**src/rtl/braid_pulse_scheduler.sv**
```systemverilog
`default_nettype none
// ============================================================================
// Module   : braid_pulse_scheduler
// Desc     : Arbitrates N_REQ requesters for the Sigma-X braid pulse generator.
//            It drives each granted pulse for exactly its requested width and
//            then holds a guard interval. A width below MIN_TICKS or an external
//            fault latches a sticky SCRAM until it is cleared.
//            Define ALETHEIA_SCHED_RR_EN for round-robin arbitration. When the
//            macro is undefined, arbitration is fixed priority (lowest index).
// Revision : 1.0  initial release
// ============================================================================
module braid_pulse_scheduler #(
    parameter int N_REQ       = 4,
    parameter int MIN_TICKS   = 10,
    parameter int GUARD_TICKS = 4
) (
    input  logic                 clk,
    input  logic                 rst_n,
    input  logic [N_REQ-1:0]     req,
    input  logic [8*N_REQ-1:0]   req_width,
    input  logic                 scram_ext,
    input  logic                 scram_clear,
    output logic [N_REQ-1:0]     grant,
    output logic                 pulse_out,
    output logic [2:0]           pulse_owner,
    output logic                 busy,
    output logic                 safety_scram,
    output logic [3:0]           scram_src
);

    localparam logic [8:0] c_MIN_TICKS  = 9'(MIN_TICKS);
    localparam logic [7:0] c_GUARD_LOAD = (GUARD_TICKS > 0) ? 8'(GUARD_TICKS - 1) : 8'd0;

    typedef enum logic [1:0] {
        S_IDLE  = 2'd0,
        S_PULSE = 2'd1,
        S_GUARD = 2'd2,
        S_SCRAM = 2'd3
    } state_t;

    state_t             r_state;
    logic [7:0]         r_cnt;
    logic [N_REQ-1:0]   r_grant;
    logic               r_pulse;
    logic [2:0]         r_owner;
    logic               r_busy;
    logic               r_scram;
    logic [3:0]         r_src;

    logic [2:0]         w_winner;
    logic [7:0]         w_width;
    logic [N_REQ-1:0]   w_onehot;
    logic               w_violation;
    logic               w_arb;
    logic               w_fire_grant;
    logic               w_fire_viol;
    logic               w_clear;

`ifdef ALETHEIA_SCHED_RR_EN
    logic [2:0]         r_ptr;
    logic               w_found;

    // Search starts at the pointer and wraps modulo N_REQ.
    always_comb begin
        w_winner = 3'd0;
        w_found  = 1'b0;
        for (int off = 0; off < N_REQ; off++) begin
            for (int i = 0; i < N_REQ; i++) begin
                if (!w_found && req[i] && (((int'(r_ptr) + off) % N_REQ) == i)) begin
                    w_found  = 1'b1;
                    w_winner = 3'(i);
                end
            end
        end
    end

    always_ff @(posedge clk or negedge rst_n) begin
        if (!rst_n) begin
            r_ptr <= 3'd0;
        end else if (w_clear) begin
            r_ptr <= 3'd0;
        end else if (w_fire_grant) begin
            r_ptr <= 3'((int'(w_winner) + 1) % N_REQ);
        end
    end
`else
    always_comb begin
        w_winner = 3'd0;
        for (int i = N_REQ - 1; i >= 0; i--) begin
            if (req[i]) begin
                w_winner = 3'(i);
            end
        end
    end
`endif

    always_comb begin
        w_width = 8'd0;
        for (int i = 0; i < N_REQ; i++) begin
            if (w_winner == 3'(i)) begin
                w_width = req_width[8*i +: 8];
            end
        end
    end

    generate
        for (genvar gi = 0; gi < N_REQ; gi++) begin : g_onehot
            assign w_onehot[gi] = (w_winner == 3'(gi));
        end
    endgenerate

    // The final guard cycle doubles as an arbitration slot, so held requests
    // see back-to-back grants spaced exactly width + guard cycles apart.
    assign w_arb        = (|req) && ((r_state == S_IDLE) ||
                                     ((r_state == S_GUARD) && (r_cnt == 8'd0)));
    assign w_violation  = ({1'b0, w_width} < c_MIN_TICKS);
    assign w_fire_grant = !scram_ext && w_arb && !w_violation;
    assign w_fire_viol  = !scram_ext && w_arb && w_violation;
    assign w_clear      = (r_state == S_SCRAM) && scram_clear && !scram_ext;

    always_ff @(posedge clk or negedge rst_n) begin
        if (!rst_n) begin
            r_state <= S_IDLE;
            r_cnt   <= 8'd0;
            r_grant <= '0;
            r_pulse <= 1'b0;
            r_owner <= 3'd0;
            r_busy  <= 1'b0;
            r_scram <= 1'b0;
            r_src   <= 4'd0;
        end else begin
            r_grant <= '0;
            if ((r_state != S_SCRAM) && scram_ext) begin
                r_state <= S_SCRAM;
                r_pulse <= 1'b0;
                r_busy  <= 1'b0;
                r_scram <= 1'b1;
                r_src   <= {1'b1, r_owner};
            end else if (w_fire_viol) begin
                r_state <= S_SCRAM;
                r_busy  <= 1'b0;
                r_scram <= 1'b1;
                r_src   <= {1'b0, w_winner};
            end else if (w_fire_grant) begin
                r_state <= S_PULSE;
                r_grant <= w_onehot;
                r_pulse <= 1'b1;
                r_owner <= w_winner;
                r_busy  <= 1'b1;
                r_cnt   <= w_width - 8'd1;
            end else begin
                case (r_state)
                    S_PULSE: begin
                        if (r_cnt == 8'd0) begin
                            r_pulse <= 1'b0;
                            if (GUARD_TICKS == 0) begin
                                r_state <= S_IDLE;
                                r_busy  <= 1'b0;
                            end else begin
                                r_state <= S_GUARD;
                                r_cnt   <= c_GUARD_LOAD;
                            end
                        end else begin
                            r_cnt <= r_cnt - 8'd1;
                        end
                    end
                    S_GUARD: begin
                        if (r_cnt == 8'd0) begin
                            r_state <= S_IDLE;
                            r_busy  <= 1'b0;
                        end else begin
                            r_cnt <= r_cnt - 8'd1;
                        end
                    end
                    S_SCRAM: begin
                        if (w_clear) begin
                            r_state <= S_IDLE;
                            r_scram <= 1'b0;
                        end
                    end
                    default: begin
                        r_state <= S_IDLE;
                    end
                endcase
            end
        end
    end

    assign grant        = r_grant;
    assign pulse_out    = r_pulse;
    assign pulse_owner  = r_owner;
    assign busy         = r_busy;
    assign safety_scram = r_scram;
    assign scram_src    = r_src;

    a_grant_onehot: assert property (@(posedge clk) disable iff (!rst_n) $onehot0(r_grant));
    a_pulse_busy:   assert property (@(posedge clk) disable iff (!rst_n) r_pulse |-> r_busy);
    a_scram_quiet:  assert property (@(posedge clk) disable iff (!rst_n) r_scram |-> !r_pulse);

endmodule

`default_nettype wire

```
**config.mk**
```make
export PLATFORM = sky130hd
export DESIGN_NAME = braid_pulse_scheduler
export DESIGN_NICKNAME = d
export VERILOG_FILES = /design/src/rtl/braid_pulse_scheduler.sv
export SDC_FILE = /design/constraint.sdc
export NUM_CORES = 1
export LEC_CHECK = 0
export ABC_AREA = 1
export CAP_MARGIN = 20
export CORE_AREA = 8 8 76 78
export DETAILED_ROUTE_END_ITERATION = 12
export DIE_AREA = 0 0 84 86
export DONT_BUFFER_PORTS = 1
export PLACE_DENSITY = 0.61
export SYNTH_ARGS = -nofsm -noshare
export SYNTH_HDL_FRONTEND = slang
export SYNTH_SLANG_ARGS = --single-unit
```
**constraint.sdc**
```tcl
create_clock -name clk -period 2.3 [get_ports clk]
set_input_delay 0.46 -clock clk [delete_from_list [all_inputs] [get_ports clk]]
set_output_delay 0.46 -clock clk [all_outputs]
set_load 0.02 [all_outputs]
```
# Word-level counts from Yosys, hierarchy flattened
# Cells that the tools add are included.
word_totals:
  input_bits: 40
  wordCells: 93
  regBits: 24
  output_inout_bits: 14
classes:
  eq_ne: 13
  magnitude_cmp: 1
  n_addsub: 2
  reduce_logical: 29
  n_bitwise: 2
  muxes: 38
op_table:
  columns: ["cell", "count"]
  rows:
  - ["$mux W8", 7]
  - ["$mux W4", 5]
  - ["$mux W2", 8]
  - ["$pmux W8 S2", 1]
  - ["$sub A8 B1 Y8 const B", 2]
  - ["$reduce_bool A3 Y1", 5]
  - ["$mux W1", 14]
  - ["$reduce_and A3 Y1", 4]
  - ["$logic_and A1 B1 Y1", 8]
  - ["$logic_not A8 Y1", 1]
  - ["$lt A8 B4 Y1 const B", 1]
  - ["$reduce_bool A4 Y1", 2]
  - ["$eq A3 B2 Y1 const B", 2]
  - ["$mux W3", 2]
  - ["$pmux W2 S3", 1]
  - ["$ne A5 B3 Y1 const B", 1]
  - ["$ne A5 B4 Y1 const B", 1]
  - ["$ne A5 B5 Y1 const B", 1]
  - ["$eq A2 B2 Y1 const B", 2]
  - ["$reduce_and A4 Y1", 1]
  - ["$reduce_or A4 Y1", 1]
  - ["$eq A3 B1 Y1 const B", 1]
  - ["$logic_not A3 Y1", 1]
  - ["$ne A3 B1 Y1 const B", 1]
  - ["other kinds (10)", 12]

# Depth between registers and ports, before layout
depth:
  word_depth: 15
  mapped_depth: 17
  mapped_depth_nobuf: 17

# Least setup slack after synthesis
# OpenSTA, ideal clock, no wires.
synth_path:
  path_kind: "input to register"
  start: "input req[0]"
  end: "register r_cnt[6]"
  path_buffers: 1
  slack_ns: 0.329
  setup_time_ns: 0.121
  stages: 16
  t_required_ns: 2.179
  arrival_time_ns: 1.850
  path_cell_list: "nor2_4 -> nand2_1 -> buf_6 -> nand3_1 -> nand4_1 -> inv_1 -> ha_1 -> inv_1 -> nor2_1 -> nand2_1 -> o21bai_1 -> nand2_1 -> nand2_1 -> nand2_1 -> nand2_1 -> nand2_1"
synth_via:
  elab_chain_cells: 11
  word_cells_on_any_way: 22
  classes_between: "add/sub: 1; order compare: 1; eq/ne: 4; mux: 6; bitwise: 1; reduce/logical: 9"
synth_rtl:
  columns: ["element", "line", "text"]
  rows:
  - ["from (decl)", "19", "input logic [N_REQ-1:0] req,"]
  - ["$mux W3", "90", "if (req[i]) begin"]
  - ["$logic_not A3 Y1", "100", "if (w_winner == 3'(i)) begin"]
  - ["$mux W8 (4 in a row)", "100", null]
  - ["$lt A8 B4 Y1", "116", "assign w_violation = ({1'b0, w_width} < c_MIN_TICKS);"]
  - ["$logic_not A1 Y1", "117", "assign w_fire_grant = !scram_ext && w_arb && !w_violation;"]
  - ["$logic_and A1 B1 Y1", "117", null]
  - ["$ne A3 B3 Y1 (no source line) / $reduce_bool A3 Y1 (equally long branches)", null, null]
  - ["$reduce_and A4 Y1 (no source line)", null, null]
  - ["to (signal assigned)", "150", "r_cnt <= w_width - 8'd1;"]
  - ["to (signal assigned)", "161", "r_cnt <= c_GUARD_LOAD;"]
  - ["to (signal assigned)", "164", "r_cnt <= r_cnt - 8'd1;"]
  - ["to (decl)", "42", "logic [7:0] r_cnt;"]
# Parallel ways exist; a longest one is shown, timed or not.
# A chain may end at the register's enable or synchronous reset.

# Worst setup path after layout
layout_path:
  start: "register r_cnt[0]"
  end: "register r_src[1], in the netlist scram_src[1]"
layout_via:
  elab_chain_cells: 7
layout_rtl:
  columns: ["element", "line", "text"]
  rows:
  - ["$logic_not A8 Y1", "115", "((r_state == S_GUARD) && (r_cnt == 8'd0)));"]
  - ["$logic_and A1 B1 Y1", "115", null]
  - ["$logic_or A1 B1 Y1", "114", "assign w_arb = (|req) && ((r_state == S_IDLE) ||"]
  - ["$logic_and A1 B1 Y1", "114", null]
  - ["$logic_and A1 B1 Y1 (2 in a row)", "118", "assign w_fire_viol = !scram_ext && w_arb && w_violation;"]
  - ["$reduce_bool A2 Y1 (no source line)", null, null]
  - ["to (signal assigned)", "138", "r_src <= {1'b1, r_owner};"]
  - ["to (signal assigned)", "143", "r_src <= {1'b0, w_winner};"]
  - ["to (decl)", "48", "logic [3:0] r_src;"]
# Every way passes these cells.

==> run_summary.xml <==
<?xml version="1.0" encoding="UTF-8"?>
<metrics>
  <group name="outcome">
    <metric name="status" unit="">finished clean</metric>
  </group>
  <group name="final_layout">
    <metric name="final_common_cell" unit="">sky130_fd_sc_hd__nand2_1</metric>
    <metric name="most_frequent_cells_in_the_layout" unit="">sky130_fd_sc_hd__nand2_1, sky130_fd_sc_hd__inv_1, sky130_fd_sc_hd__nand3_1, sky130_fd_sc_hd__nor2_1, sky130_fd_sc_hd__dfrtp_1</metric>
    <metric name="area_growth" unit="%">9.110</metric>
    <metric name="utilization" unit="%">42.37</metric>
    <metric name="drive_above_1_share" unit="%">11.59</metric>
    <metric name="layout.area.seq" unit="um2">550.5</metric>
    <metric name="fin_nets" unit="">319</metric>
    <metric name="fillers" unit="">473</metric>
    <metric name="multiInputGateArea" unit="um2">1067</metric>
    <metric name="antenna_cells" unit="">0</metric>
  </group>
  <group name="sta">
    <metric name="timing_max_transition_violations_final" unit="">0</metric>
    <metric name="tns" unit="ns">0</metric>
    <metric name="timing.final.ws_setup" unit="ns">0.2912</metric>
    <metric name="fin_worst_hold_slack" unit="ns">0.2549</metric>
    <metric name="rsz0062_at_grt" unit="">false</metric>
    <metric name="fmaxAchievable" unit="MHz">497.8</metric>
    <metric name="min_period_over_period" unit="%">87.34</metric>
    <metric name="final.min_clock_period" unit="ns">2.009</metric>
    <metric name="setup_viol" unit="">0</metric>
    <metric name="finalHoldViolations" unit="">0</metric>
    <metric name="clock_skew" unit="ns">0.001052</metric>
  </group>
  <group name="power">
    <metric name="clock_power_share" unit="%">17.2</metric>
    <metric name="sequentialPowerShare" unit="%">34.2</metric>
    <metric name="switching_share" unit="%">45.65</metric>
    <metric name="powerDensity" unit="nW/um2">1087</metric>
    <metric name="comb_power_share" unit="%">48.6</metric>
    <metric name="finalPower" unit="mW">2.118</metric>
    <metric name="p_leak" unit="nW">1.043</metric>
    <metric name="cellInternalPower" unit="mW">1.151</metric>
    <metric name="total_switching_power" unit="uW">966.9</metric>
    <metric name="ir_drop" unit="V">0.0003577</metric>
  </group>
  <group name="grt">
    <metric name="gr-usage-all-layers" unit="%">12.25</metric>
    <metric name="largest_net_degree_at_the_start_of_global_routing" unit="">29</metric>
    <metric name="grt_antenna_before_repair" unit="">0</metric>
    <metric name="grt_pass1_vias" unit="">1633</metric>
    <metric name="grt_pass1_wl" unit="um">7610</metric>
    <metric name="grt_overflow" unit="">0</metric>
  </group>
  <group name="yosys">
    <metric name="synthesis.area" unit="um2">1785</metric>
    <metric name="synthesis.yosys.warnings" unit="">0</metric>
    <metric name="synth-seq-cells" unit="">22</metric>
    <metric name="synth_area_leader_cell" unit="">sky130_fd_sc_hd__dfrtp_1</metric>
    <metric name="synth_top_area_share" unit="%">30.83</metric>
    <metric name="distinct_cell_type_count_after_synthesis" unit="">33</metric>
    <metric name="synthesis.instances" unit="">272</metric>
    <metric name="ys_seq_area_share" unit="%">30.83</metric>
    <metric name="ys_top_cells_by_area" unit="">sky130_fd_sc_hd__dfrtp_1, sky130_fd_sc_hd__nand2_1, sky130_fd_sc_hd__nand3_1, sky130_fd_sc_hd__inv_1, sky130_fd_sc_hd__nor2_1</metric>
    <metric name="syn_avg_cell_area" unit="um2">6.564</metric>
  </group>
  <group name="setup_path">
    <metric name="worst_setup_path_start_kind" unit="">flop</metric>
    <metric name="cp.buffers_inverters" unit="">2</metric>
    <metric name="critPathMaxFanout" unit="">13</metric>
    <metric name="crit_path_cell_trace" unit="">inv_1 &gt; ha_1 &gt; nand4_1 &gt; nor2_1 &gt; nand2_1 &gt; nand2_1 &gt; nand2_2 &gt; nand2_1 &gt; buf_4 &gt; nand2_1 &gt; nand2_1 &gt; nand3_1</metric>
    <metric name="required" unit="ns">2.45</metric>
    <metric name="crit_path_end" unit="">scram_src[1]</metric>
    <metric name="regToRegSetupSlack" unit="ns">0.29</metric>
    <metric name="crit_path_max_incr_delay" unit="ns">0.40</metric>
    <metric name="worst_setup_path_end_kind" unit="">flop</metric>
    <metric name="startpoint_of_the_most_critical_register_to_register_path" unit="">r_cnt[0]</metric>
    <metric name="cell_repeated_most_along_the_worst_path" unit="">sky130_fd_sc_hd__nand2_1</metric>
    <metric name="cp_slowest_cell" unit="">sky130_fd_sc_hd__dfrtp_1</metric>
    <metric name="reg2reg_depth" unit="">12</metric>
    <metric name="rr_endpoint" unit="">scram_src[1]</metric>
    <metric name="worst_setup_path_startpoint" unit="">r_cnt[0]</metric>
    <metric name="worst-endpoint-arrival" unit="ns">2.16</metric>
    <metric name="timing.critical_path.depth" unit="">12</metric>
    <metric name="cp_top_family" unit="">simple AND/OR/NAND/NOR gates</metric>
    <metric name="worstSetupPathType" unit="">reg2reg</metric>
  </group>
  <group name="die">
    <metric name="die_h" unit="um">86</metric>
    <metric name="fp.coreArea" unit="um2">4598</metric>
    <metric name="floorplan.die_area" unit="um2">7224</metric>
    <metric name="rows" unit="">25</metric>
    <metric name="initial_core_util" unit="%">38.83</metric>
    <metric name="floorplan.io_pins" unit="">54</metric>
    <metric name="die_span_x" unit="um">84</metric>
  </group>
  <group name="job">
    <metric name="drv_cap" unit="">0</metric>
  </group>
  <group name="place">
    <metric name="routability_congestion" unit="">0.8649</metric>
    <metric name="detailedPlacementHpwl" unit="um">3578</metric>
    <metric name="numPortBuffers" unit="">0</metric>
    <metric name="dp_slack" unit="ns">0.05117</metric>
  </group>
  <group name="clock_tree">
    <metric name="clkSlewWorstSetupHoldPaths" unit="ns">0.08</metric>
    <metric name="clock_tree_from_tritoncts" unit="">yes</metric>
    <metric name="cts.sinks" unit="">22</metric>
    <metric name="clockBufferDepth" unit="">2</metric>
    <metric name="cts-htree-levels" unit="">1</metric>
    <metric name="clock_tree.root_cell" unit="">sky130_fd_sc_hd__clkbuf_8</metric>
    <metric name="clk_latency" unit="ns">0.27</metric>
    <metric name="cts_buffers" unit="">3</metric>
  </group>
  <group name="min_path">
    <metric name="min_path_type" unit="">in2reg</metric>
  </group>
  <group name="drt">
    <metric name="drt_pass_1_iters" unit="">4</metric>
    <metric name="drt-wirelength-per-cell" unit="um">13.21</metric>
    <metric name="routed_wl" unit="um">4359</metric>
    <metric name="post-route-drc-count" unit="">0</metric>
    <metric name="vias_per_cell" unit="">5.021</metric>
    <metric name="number_of_design_rule_violations_left_by_the_first_detailed_router_iteration" unit="">85</metric>
    <metric name="detail-route-antenna-nets" unit="">0</metric>
    <metric name="via_count" unit="">1657</metric>
  </group>
</metrics>
-- worst min-delay path by stage --
stage,startpoint,endpoint,slack (ns),cells after the start
finish,req[0],grant[1],0.25,1
CTS,req[0],grant[1],0.24,1
floorplan,rst_n,busy,0.16,0
detailed placement,rst_n,grant[3],0.17,0
global route,req[0],grant[1],0.25,1
global placement,rst_n,grant[1],0.17,0
-- cell families (layout without fill, tap and decap cells) --
group                    after synthesis  after routing  share of synthesized area, %
AO/OA/AOI/OAI                         22             22                         8.130
other                                  1              2                        0.2100
XOR/XNOR                               8              8                         3.924
flip-flops                            22             22                         30.83
adder cells (fa/ha/maj)                2              2                         1.401
buffers and inverters                 41             44                         10.16
AND/OR/NAND/NOR                      176            176                         45.34
-- sequential cells by signal (all words and copies together) (netlist names) --
signal / count
r_cnt: 8
scram_src: 3
busy: 1
safety_scram: 1
grant: 4
pulse_owner: 2
pulse_out: 1
r_state: 2
-- power by group through the flow --
stage | Clock [mW] | Sequential (mW) | Combinational, mW
6_report | 0.365 | 0.723 | 1.03
5_1_grt | 0.390 | 0.749 | 1.21
4_1_cts | 0.378 | 0.727 | 1.01
3_5_place_dp | 0 | 0.734 | 0.995
3_3_place_gp | 0 | 0.734 | 0.994
2_1_floorplan | 0 | 0.699 | 0.842
-- per-layer routing --
layer | vias to the layer above | GRT usage (%) | routed length, um
li1 | 873 | - | -
met1 | 740 | 15.56 | 2043
met2 | 40 | 20.00 | 2032
met3 | 4 | 2.559 | 222
met4 | 0 | 4.239 | 61
met5 | - | 0 | 0
-- cells in the mapped netlist --
library cell / n
sky130_fd_sc_hd__a211oi_1: 1
sky130_fd_sc_hd__a21oi_1: 1
sky130_fd_sc_hd__a21oi_2: 1
sky130_fd_sc_hd__buf_2: 1
sky130_fd_sc_hd__buf_4: 3
sky130_fd_sc_hd__buf_6: 2
sky130_fd_sc_hd__conb_1: 1
sky130_fd_sc_hd__dfrtp_1: 22
sky130_fd_sc_hd__ha_1: 2
sky130_fd_sc_hd__inv_1: 31
sky130_fd_sc_hd__inv_2: 4
sky130_fd_sc_hd__nand2_1: 96
sky130_fd_sc_hd__nand2_2: 5
sky130_fd_sc_hd__nand2_4: 1
sky130_fd_sc_hd__nand2_8: 1
sky130_fd_sc_hd__nand3_1: 28
sky130_fd_sc_hd__nand3_2: 2
sky130_fd_sc_hd__nand4_1: 8
sky130_fd_sc_hd__nor2_1: 22
sky130_fd_sc_hd__nor2_2: 2
sky130_fd_sc_hd__nor2_4: 3
sky130_fd_sc_hd__nor3_1: 5
sky130_fd_sc_hd__nor3_2: 1
sky130_fd_sc_hd__o211ai_1: 8
sky130_fd_sc_hd__o21ai_0: 6
sky130_fd_sc_hd__o21ai_1: 2
sky130_fd_sc_hd__o21ai_2: 1
sky130_fd_sc_hd__o21bai_1: 1
sky130_fd_sc_hd__o31ai_1: 1
sky130_fd_sc_hd__or2_1: 1
sky130_fd_sc_hd__or2_2: 1
sky130_fd_sc_hd__xnor2_1: 2
sky130_fd_sc_hd__xor2_1: 6
-- final cells by class --
class / count / share of cell area (%)
sequential: 22 / 28.26
multi-input combinational: 210 / 54.78
clock buffer: 3 / 2.119
inverter: 35 / 6.744
clock inverter: 1 / 1.541
timing repair buffer: 5 / 3.083
tap: 54 / 3.468
-- repair_timing --
action,in CTS,in global routing
hold buffers,1,0
endpoints found under the hold margin,22,0
buffers inserted,0,0
endpoints found under the setup margin,0,4
gates resized for setup,0,3
-- through the flow --
step	area [um2]	instances
4_1_cts	1911	329
3_3_place_gp	1829	324
3_5_place_dp	1829	324
5_1_grt	1948	330
2_1_floorplan	1789	273
6_report	1948	330
No activity file was read; power rests on OpenSTA's default activity.
